## src/rtl/take_msb.sv

```systemverilog
// Threshold flag on an unsigned word, plus a registered flag and leading-one index.
// Define TAKE_MSB_PEAK_EN to add peak_idx: the highest index seen since reset or clr.
module take_msb #(
    parameter int WIDTH   = 8,
    parameter int MSB_BIT = 3,
    localparam int IW     = (WIDTH > 1) ? $clog2(WIDTH) : 1
) (
    input  logic             clk,
    input  logic             rst_n,
    input  logic [WIDTH-1:0] in,
    input  logic             clr,
    output logic             out,
    output logic             out_q,
    output logic [IW-1:0]    msb_idx,
    output logic             msb_vld
`ifdef TAKE_MSB_PEAK_EN
    ,
    output logic [IW-1:0]    peak_idx
`endif
);

    typedef struct packed {
        logic          flag;
        logic [IW-1:0] idx;
        logic          vld;
    } cap_t;

    cap_t          cap_nxt;
    cap_t          cap_q;
    logic [IW-1:0] idx_nxt;

    // Flag is purely combinational and must track in even while in reset.
    assign out = |in[WIDTH-1:MSB_BIT];

    // Ascending scan: the last set bit seen is the highest one.
    always_comb begin
        idx_nxt = '0;
        for (int i = 0; i < WIDTH; i++) begin
            if (in[i]) idx_nxt = IW'(i);
        end
    end

    assign cap_nxt = '{flag: out, idx: idx_nxt, vld: |in};

    always_ff @(posedge clk or negedge rst_n) begin
        if (!rst_n) cap_q <= '0;
        else        cap_q <= cap_nxt;
    end

    assign out_q   = cap_q.flag;
    assign msb_idx = cap_q.idx;
    assign msb_vld = cap_q.vld;

`ifdef TAKE_MSB_PEAK_EN
    logic [IW-1:0] peak_q;

    // Clear wins over a simultaneous capture.
    always_ff @(posedge clk or negedge rst_n) begin
        if (!rst_n)                               peak_q <= '0;
        else if (clr)                             peak_q <= '0;
        else if (cap_nxt.vld && idx_nxt > peak_q) peak_q <= idx_nxt;
    end

    assign peak_idx = peak_q;
`else
    wire clr_unused = clr;
`endif

endmodule

```

## config.mk

```make
export PLATFORM = sky130hd
export DESIGN_NAME = take_msb
export DESIGN_NICKNAME = d
export VERILOG_FILES = /design/src/rtl/take_msb.sv
export SDC_FILE = /design/constraint.sdc
export NUM_CORES = 1
export LEC_CHECK = 0
export BUFFER_PORTS_ARGS = -buffer_cell sky130_fd_sc_hd__buf_4
export CAP_MARGIN = 20
export CORE_AREA = 5 5 42 44
export CTS_BUF_LIST = sky130_fd_sc_hd__clkbuf_4
export CTS_CLUSTER_DIAMETER = 200
export DETAILED_ROUTE_END_ITERATION = 16
export DIE_AREA = 0 0 47 49
export GPL_TIMING_DRIVEN = 1
export PLACE_DENSITY = 0.5
export REMOVE_ABC_BUFFERS = 1
export SLEW_MARGIN = 20
export SYNTH_ARGS = -nofsm -noshare
export SYNTH_HDL_FRONTEND = slang
export SYNTH_SLANG_ARGS = --single-unit
```

## constraint.sdc

```tcl
create_clock -name clk -period 1.6 [get_ports clk]
set_input_delay 0.32 -clock clk [delete_from_list [all_inputs] [get_ports clk]]
set_output_delay 0.32 -clock clk [all_outputs]
set_load 0.03 [all_outputs]
```

==> results of run 1 <==
## layer usage
| layer | vias up | routed length, microns | track usage, % | share of wire (%) |
|---|---|---|---|---|
| met5 | - | 0 | 0 | 0 |
| met2 | 16 | 257 | 7.24 | 43 |
| met1 | 94 | 206 | 6.04 | 35 |
| li1 | 108 | - | - | - |
| met4 | 0 | 0 | 6.91 | 0 |
| met3 | 0 | 128 | 3.69 | 22 |
## cells by family (layout without fill, tap and decap cells)
kind of cell           Yosys count  after routing  share of synthesized area, %
AOI/OAI and AO/OA                4              4                          13.2
and+or+nand+nor                  5              5                          17.1
DFF                              5              5                          65.8
buffers and inverters            2             28                          3.95
## synthesized netlist by cell type
cell	instances	area (sq um)
a21oi_1	2	10.0
dfrtp_1	5	125
inv_1	2	7.51
nor2_1	2	7.51
o31ai_1	2	15.0
or2_1	1	6.26
or4_1	1	7.51
or4_4	1	11.3
## cells in the final DEF, fill, tap and decap left out
cell type,count
buf_4,18
dfrtp_1,5
clkbuf_4,4
buf_6,3
nor2_1,2
o31ai_1,2
inv_1,2
a21oi_1,2
or4_4,1
or2_4,1
or4_1,1
dlygate4sd3_1,1
## worst paths after layout
kind                       startpoint          to  slack (ps)  cells past startpoint
max in group asynchronous       rst_n     msb_vld        1070                      2
hold / removal                  in[0]     msb_vld         290                      2
setup / recovery                in[5]         out         -60                      4
min in group asynchronous       rst_n  msb_idx[2]         420                      2
## sequential cells by signal, indices dropped and copies added, names as in the netlist
signal,count
msb_vld,1
out_q,1
msb_idx,3
## repair_timing
action / CTS / global route
pin swaps: 2 / 1
gates resized for setup: 4 / 0
endpoints found under the hold margin: 5 / 0
buffers inserted: 1 / 0
hold buffers: 1 / 0
endpoints found under the setup margin: 1 / 2
## critical path, stage by stage
cell and delay [ps]:
buf_6 90, or4_4 530, or2_4 250, buf_6 140
## where the power goes
part	internal, mW	total, mW	leakage, nW	switching [mW]
registers	0.131	0.132	0.0475	0.000958
logic	0.0348	0.0622	0.132	0.0273
clock network	0.111	0.157	0.0184	0.0465
## through the flow
stage / TNS, ps / worst slack (ps) / hold slack, ps / instances
floorplan: -136 / -136 / 24.4 / 16
global placement: -295 / -179 / 122 / 52
detailed placement: -299 / -180 / 122 / 52
CTS: -115 / -73.3 / 280 / 58
global route: -122 / -75.2 / 281 / 58
finish: -93.9 / -55.3 / 292 / 58
## layout make-up
| type | count | share of cell area (%) |
|---|---|---|
| tap | 16 | 4.75 |
| sequential | 5 | 29.7 |
| inverter | 2 | 1.78 |
| multi-input combinational | 9 | 14.2 |
| clock buffer | 4 | 7.12 |
| timing repair buffer | 22 | 42.4 |
==> metrics.cfg, run 1 <==
[run_status]
status = finished, violations left
failed_checks = negative setup slack

[flow_run]
cap_violations = 0

[die]
core_area_sq_mm = 0.00140
io_pins = 17
die_height_microns = 49
die_x_microns = 47
dieArea_sq_mm = 0.00230
start_util_pct = 13.6
rows = 14

[logic_synthesis]
ys_warn_count = 0
yosysSeqAreaShare_pct = 65.8
synth_cells = 16
syn_area_sq_um = 190
synth_area_per_cell_sq_um = 11.9
ys_ff_latch = 5
synth_cell_types = 8

[sta]
slew_headroom_pct = 85.5
setup_slack_ps = -55.3
hold_viol_final = 0
fin_crit_sh_pct = 103
min_period_ps = 1660
final-setup-viol-count = 2
rsz0062_at_grt = true
maxSlewViolCount = 0
fmax_ghz = 0.604
tightest_slew_ps = 216

[finish]
drive_above_1_share_pct = 64.3
nets = 54
final_cell_area_sq_um = 422
fillers = 159
area_growth_pct = 122
num_antenna_cells = 0
multiInputGateArea_sq_um = 60.1
regArea_sq_um = 125
utilization_pct = 30.1

[grt]
grt_pass1_wl_microns = 869
grt_usage_pct = 5.95
overflow = 0
grt_pass1_vias = 214
grt_antenna_before_repair = 0
grt_start_max_net_pins = 6

[setup_path]
crit_required_ps = 1280
critPathArrivalTime_ps = 1340
startpoint_type = input port
setup.worst_path.class = input port to output pin
cp_max_fo = 2
worst_setup_path_end_kind = output pin

[pwr]
vdd_drop_max_mv = 0.190
leakagePower_nw = 0.198
p_total_uw = 352
p_per_area_mw_per_mm2 = 834

[routing]
drc = 0
via_per_inst = 3.76
wl_per_cell_microns = 10.2
wirelength_microns = 592
drtIter0Drc = 1
num_vias = 218
detail_route.first_pass.iterations = 3
ant_nets = 0

[placement]
port-buffer-count = 15
hpwlAfterDp_microns = 467
placed_area_sq_um = 360
gp_congestion = 0.616

[worst_hold_path]
hp-class = input port to register

[clock_network]
cts_sinks = 5
max-clock-path-buffers = 2
tritoncts = yes
cts_max_level = 1
cts_buffers = 3
clk_pin_slew_worst_paths_ps = 40
cts_root_buf = clkbuf_4

Note: power is estimated with default switching activity, not from simulation.
==> run 2, diff against run 1 <==
--- a/config.mk
+++ b/config.mk
@@ -5,15 +5,15 @@
 export SDC_FILE = /design/constraint.sdc
 export NUM_CORES = 1
 export LEC_CHECK = 0
+export ABC_AREA = 1
 export BUFFER_PORTS_ARGS = -buffer_cell sky130_fd_sc_hd__buf_4
 export CAP_MARGIN = 20
 export CORE_AREA = 5 5 42 44
 export CTS_BUF_LIST = sky130_fd_sc_hd__clkbuf_4
-export CTS_CLUSTER_DIAMETER = 200
 export DETAILED_ROUTE_END_ITERATION = 16
 export DIE_AREA = 0 0 47 49
 export GPL_TIMING_DRIVEN = 1
-export PLACE_DENSITY = 0.5
+export PLACE_DENSITY = 0.52
 export REMOVE_ABC_BUFFERS = 1
 export SLEW_MARGIN = 20
 export SYNTH_ARGS = -nofsm -noshare
==> run 2 against run 1 <==
Clock-buffer cell count did not move. Largest power group unchanged. Critical path depth rose by 2. Worst hold slack got worse by 12 ps. The flow now finishes without violations. Synthesized cell count rose by 69%. Power fell by 2.0%. Flip-flop and latch count did not move. Clock power barely moved. Largest cell class is now flip-flops and latches. Critical endpoint unchanged.
==> metrics.cfg, run 2 <==
[grt]
overflow = 0
grt_usage_pct = 5.52
grt_antenna_before_repair = 0
grt_pass1_vias = 242
grt_pass1_wl_microns = 807
grt_start_max_net_pins = 6

[routing]
drc = 0
detail_route.first_pass.iterations = 2
drtIter0Drc = 1
via_per_inst = 3.51
ant_nets = 0
num_vias = 221
wl_per_cell_microns = 8.11
wirelength_microns = 511

[logic_synthesis]
yosysTopAreaCell = dfrtp_1
synthTopCellsByCount = 11 x nand2_1, 7 x inv_1, 5 x dfrtp_1
synth_cell_types = 6
yosysSeqAreaShare_pct = 58.1
ys_async_sr_fraction_pct = 100
ys_warn_count = 0
synth_top_area_share_pct = 58.1
synth_top_cells_by_area = dfrtp_1 58%, nand2_1 19%, inv_1 12%
synth_flop_cell = dfrtp_1
synth_edf_count = 0
synth_most_common_cell = nand2_1
ys_ff_latch = 5
syn_area_sq_um = 215
synth_cells = 27
synth_area_per_cell_sq_um = 7.97

[sta]
tightest_slew_ps = 149
rsz0062_at_grt = false
hold_ws_ps = 281
maxSlewViolCount = 0
min_period_ps = 1310
fmax_ghz = 0.763
slew_headroom_pct = 90.0
hold_viol_final = 0
fin_crit_sh_pct = 82.0
tns_ps = 0
final-setup-viol-count = 0

[pwr]
vdd_drop_max_mv = 0.192
p_total_uw = 345
leakagePower_nw = 0.200
p_per_area_mw_per_mm2 = 888

[die]
io_pins = 17
die_height_microns = 49
dieArea_sq_mm = 0.00230
die_x_microns = 47
rows = 14
start_util_pct = 15.4
core_area_sq_mm = 0.00140

[placement]
hpwlAfterDp_microns = 443
port-buffer-count = 15
gp_congestion = 0.721

[worst_hold_path]
hp-class = input port to register
hold_depth = 3
holdCritStartpoint = in[0]
min_to = msb_vld

[clock_network]
cts_max_level = 1
max-clock-path-buffers = 2
cts_root_buf = clkbuf_4
clk_pin_slew_worst_paths_ps = 40
post_cts_resized = 0
cts_buffers = 3
post-cts-setup-buffers = 0
cts_hold_buf = 1
tritoncts = yes
cts_sinks = 5

[setup_path]
crit_required_ps = 1280
critPathArrivalTime_ps = 990
setup.worst_path.class = input port to output pin
startpoint_type = input port
cp_max_fo = 3
worst_setup_path_end_kind = output pin

[finish]
area_growth_pct = 80.2
drive_above_1_share_pct = 44.7
final_common_cell = buf_4
nets = 59
largest_reg_flops = 3
final_cell_mix = 15 x buf_4, 11 x nand2_1, 7 x inv_1
num_antenna_cells = 0

[run_status]
status = finished clean

[flow_run]
cap_violations = 0

## run 2: cell count changes in the layout (fill, tap and decap cells not counted), moves of 3 or more
| cell | delta |
|---|---|
| inv_1 | +5 |
| buf_4 | -3 |
| nand2_1 | +11 |
| buf_6 | -3 |
## run 2: how the worst max path moves through the flow
stage           from   to  slack [ps]  depth (start not counted)
3_3_place_gp   in[4]  out         290                          6
3_5_place_dp   in[4]  out         280                          6
4_1_cts        in[4]  out         280                          6
6_report       in[4]  out         290                          6
5_1_grt        in[4]  out         180                          6
2_1_floorplan  in[4]  out         490                          4
## run 2: report_power, final
group	switching [mW]	leakage (nW)	internal, mW
clock network	0.0474	0.0184	0.111
registers	0.000974	0.0476	0.131
logic	0.0274	0.134	0.0267
## run 2: layer usage
| layer | part of all wire (%) | GRT usage [%] | vias to the layer above |
|---|---|---|---|
| li1 | - | - | 115 |
| met1 | 33 | 4.69 | 88 |
| met2 | 46 | 7.24 | 14 |
| met3 | 13 | 0.369 | 4 |
| met4 | 7.8 | 11.1 | 0 |
| met5 | 0 | 0 | - |
## run 2: cell families (layout without fill, tap and decap cells)
family | after synthesis | after routing | synth area share [%]
flops | 5 | 5 | 58.1
buf+inv | 7 | 27 | 12.2
simple gates | 15 | 15 | 29.6
## run 2: final cells by class
| class | instances | area, sq um |
|---|---|---|
| multi-input cells | 15 | 63.8 |
| repair buffers | 16 | 123 |
| inverters | 7 | 26.3 |
| clock buffers | 4 | 30.0 |
| fillers | 167 | 1010 |
| well taps | 16 | 20.0 |
| flip-flops and latches | 5 | 125 |
## run 2: worst max-delay path, stage by stage
cell	delay, ps
buf_4	110
nor2_2	110
nand2_1	70
nor2_2	130
nand2_1	80
buf_4	170
## run 2: per-stage QoR
stage | cells | worst slack, ps | util, % | area, sq um
2_1_floorplan | 27 | 491 | - | 215
3_3_place_gp | 58 | 285 | 24.8 | 348
3_5_place_dp | 58 | 277 | 24.8 | 348
4_1_cts | 63 | 276 | 27.7 | 388
5_1_grt | 63 | 184 | 27.7 | 388
6_report | 63 | 289 | 27.7 | 388
==> run 3, diff against run 2 <==
==> constraint.sdc (replaced) <==
create_clock -name clk -period 1.3 [get_ports clk]
set_input_delay 0.26 -clock clk [delete_from_list [all_inputs] [get_ports clk]]
set_output_delay 0.26 -clock clk [all_outputs]
set_load 0.03 [all_outputs]
==> run 3 against run 2 <==
Power increased by 23%. Utilization unchanged. Flip-flop and latch count unchanged. Critical path type unchanged.
==> metrics.cfg, run 3 (synthesized netlist as in run 2, its figures left out) <==
[clock_network]
cts_max_level = 1
clk_pin_slew_worst_paths_ps = 40
cts_sinks = 5
cts_buffers = 3
max-clock-path-buffers = 2
tritoncts = yes
post-cts-setup-buffers = 0
cts_root_buf = clkbuf_4

[sta]
final-setup-viol-count = 0
rsz0062_at_grt = false
fmax_ghz = 0.838
hold_viol_final = 0
slew_headroom_pct = 89.9
tightest_slew_ps = 150
maxSlewViolCount = 0
fin_crit_sh_pct = 91.8
setup_slack_ps = 107
tns_ps = 0
min_period_ps = 1190

[placement]
gp_congestion = 0.721
place_inst = 58
post-place-ws_ps = 101
port-buffer-count = 15
placed_area_sq_um = 348

[routing]
via_per_inst = 3.49
num_vias = 220
wl_per_cell_microns = 8.11
wirelength_microns = 511
ant_nets = 0
drtIter0Drc = 0
detail_route.first_pass.iterations = 1
drc = 0

[die]
io_pins = 17
die_x_microns = 47
start_util_pct = 15.4
dieArea_sq_mm = 0.00230
rows = 14
core_area_sq_mm = 0.00140
die_height_microns = 49

[finish]
nets = 59
area_growth_pct = 80.2
largest_reg_flops = 3
final_cell_area_sq_um = 388
final_cells = 63
final_cell_mix = 15 x buf_4, 11 x nand2_1, 7 x inv_1
final_common_cell = buf_4
num_antenna_cells = 0
drive_above_1_share_pct = 44.7

[grt]
grt_antenna_before_repair = 0
grt_usage_pct = 5.38
grt_pass1_vias = 222
overflow = 0
grt_start_max_net_pins = 6
grt_pass1_wl_microns = 772

[setup_path]
setup.worst_path.class = input port to output pin
critPathArrivalTime_ps = 930
worst_setup_path_end_kind = output pin
worstPathCellList = buf_4, nor2_2, nand2_1, nor2_2, nand2_1, buf_4
crit_path_max_incr_delay_ps = 170
startpoint_type = input port
cp_max_fo = 3
cp_top_family = simple AND/OR/NAND/NOR gates
worst-path-buf-inv = 2
cp_slowest_cell = buf_4
crit_required_ps = 1040

[pwr]
switchingPower_uw = 92.1
p_clk_share_pct = 45.8
swShare_pct = 21.8
p_int_uw = 331
leakagePower_nw = 0.200
seqPwrFrac_pct = 38.5
pwr-share-comb_pct = 15.8
p_per_area_mw_per_mm2 = 1090
p_total_uw = 423
vdd_drop_max_mv = 0.231

[flow_run]
cap_violations = 0

[worst_hold_path]
hp-class = input port to register

[run_status]
status = finished clean

[run 3: cell type report]
type	instances	area [sq um]
Sequential cell	5	125
Clock buffer	4	30.0
Inverter	7	26.3
Tap cell	16	20.0
Multi-Input combinational cell	15	63.8
Fill cell	167	1010
Timing Repair Buffer	16	123
[run 3: stage by stage]
stage,utilization [%],hold slack (ps)
after floorplan,-,-35.6
after global placement,24.8,61.0
after detailed placement,24.8,63.5
after CTS,27.7,211
after global routing,27.7,224
final,27.7,221
[run 3: worst paths after layout]
path | start | to | slack [ps] | cells past startpoint
max | in[4] | out | 110 | 6
min | in[0] | msb_vld | 220 | 3
max in group asynchronous | rst_n | msb_idx[0] | 830 | 2
min in group asynchronous | rst_n | out_q | 360 | 2
[run 3: layer usage]
layer | GRT usage (%) | wire, microns | vias to the layer above | share of wire, %
met3 | 0.369 | 61 | 4 | 12
met4 | 11.1 | 34 | 0 | 6.7
met1 | 4.69 | 181 | 87 | 35
met5 | 0 | 0 | - | 0
li1 | - | - | 115 | -
met2 | 6.79 | 234 | 14 | 46
[run 3: what timing repair did]
item                      in CTS  in global routing
hold buffers                   1                  0
hold endpoints to repair       5                  0
resized for setup              0                  0
[run 3: power groups by stage]
stage	combinational, mW	clock [mW]	sequential (mW)
floorplan	0.0170	0	0.176
global placement	0.0645	0	0.165
detailed placement	0.0655	0	0.165
CTS	0.0680	0.206	0.163
global route	0.0731	0.215	0.163
finish	0.0667	0.193	0.163
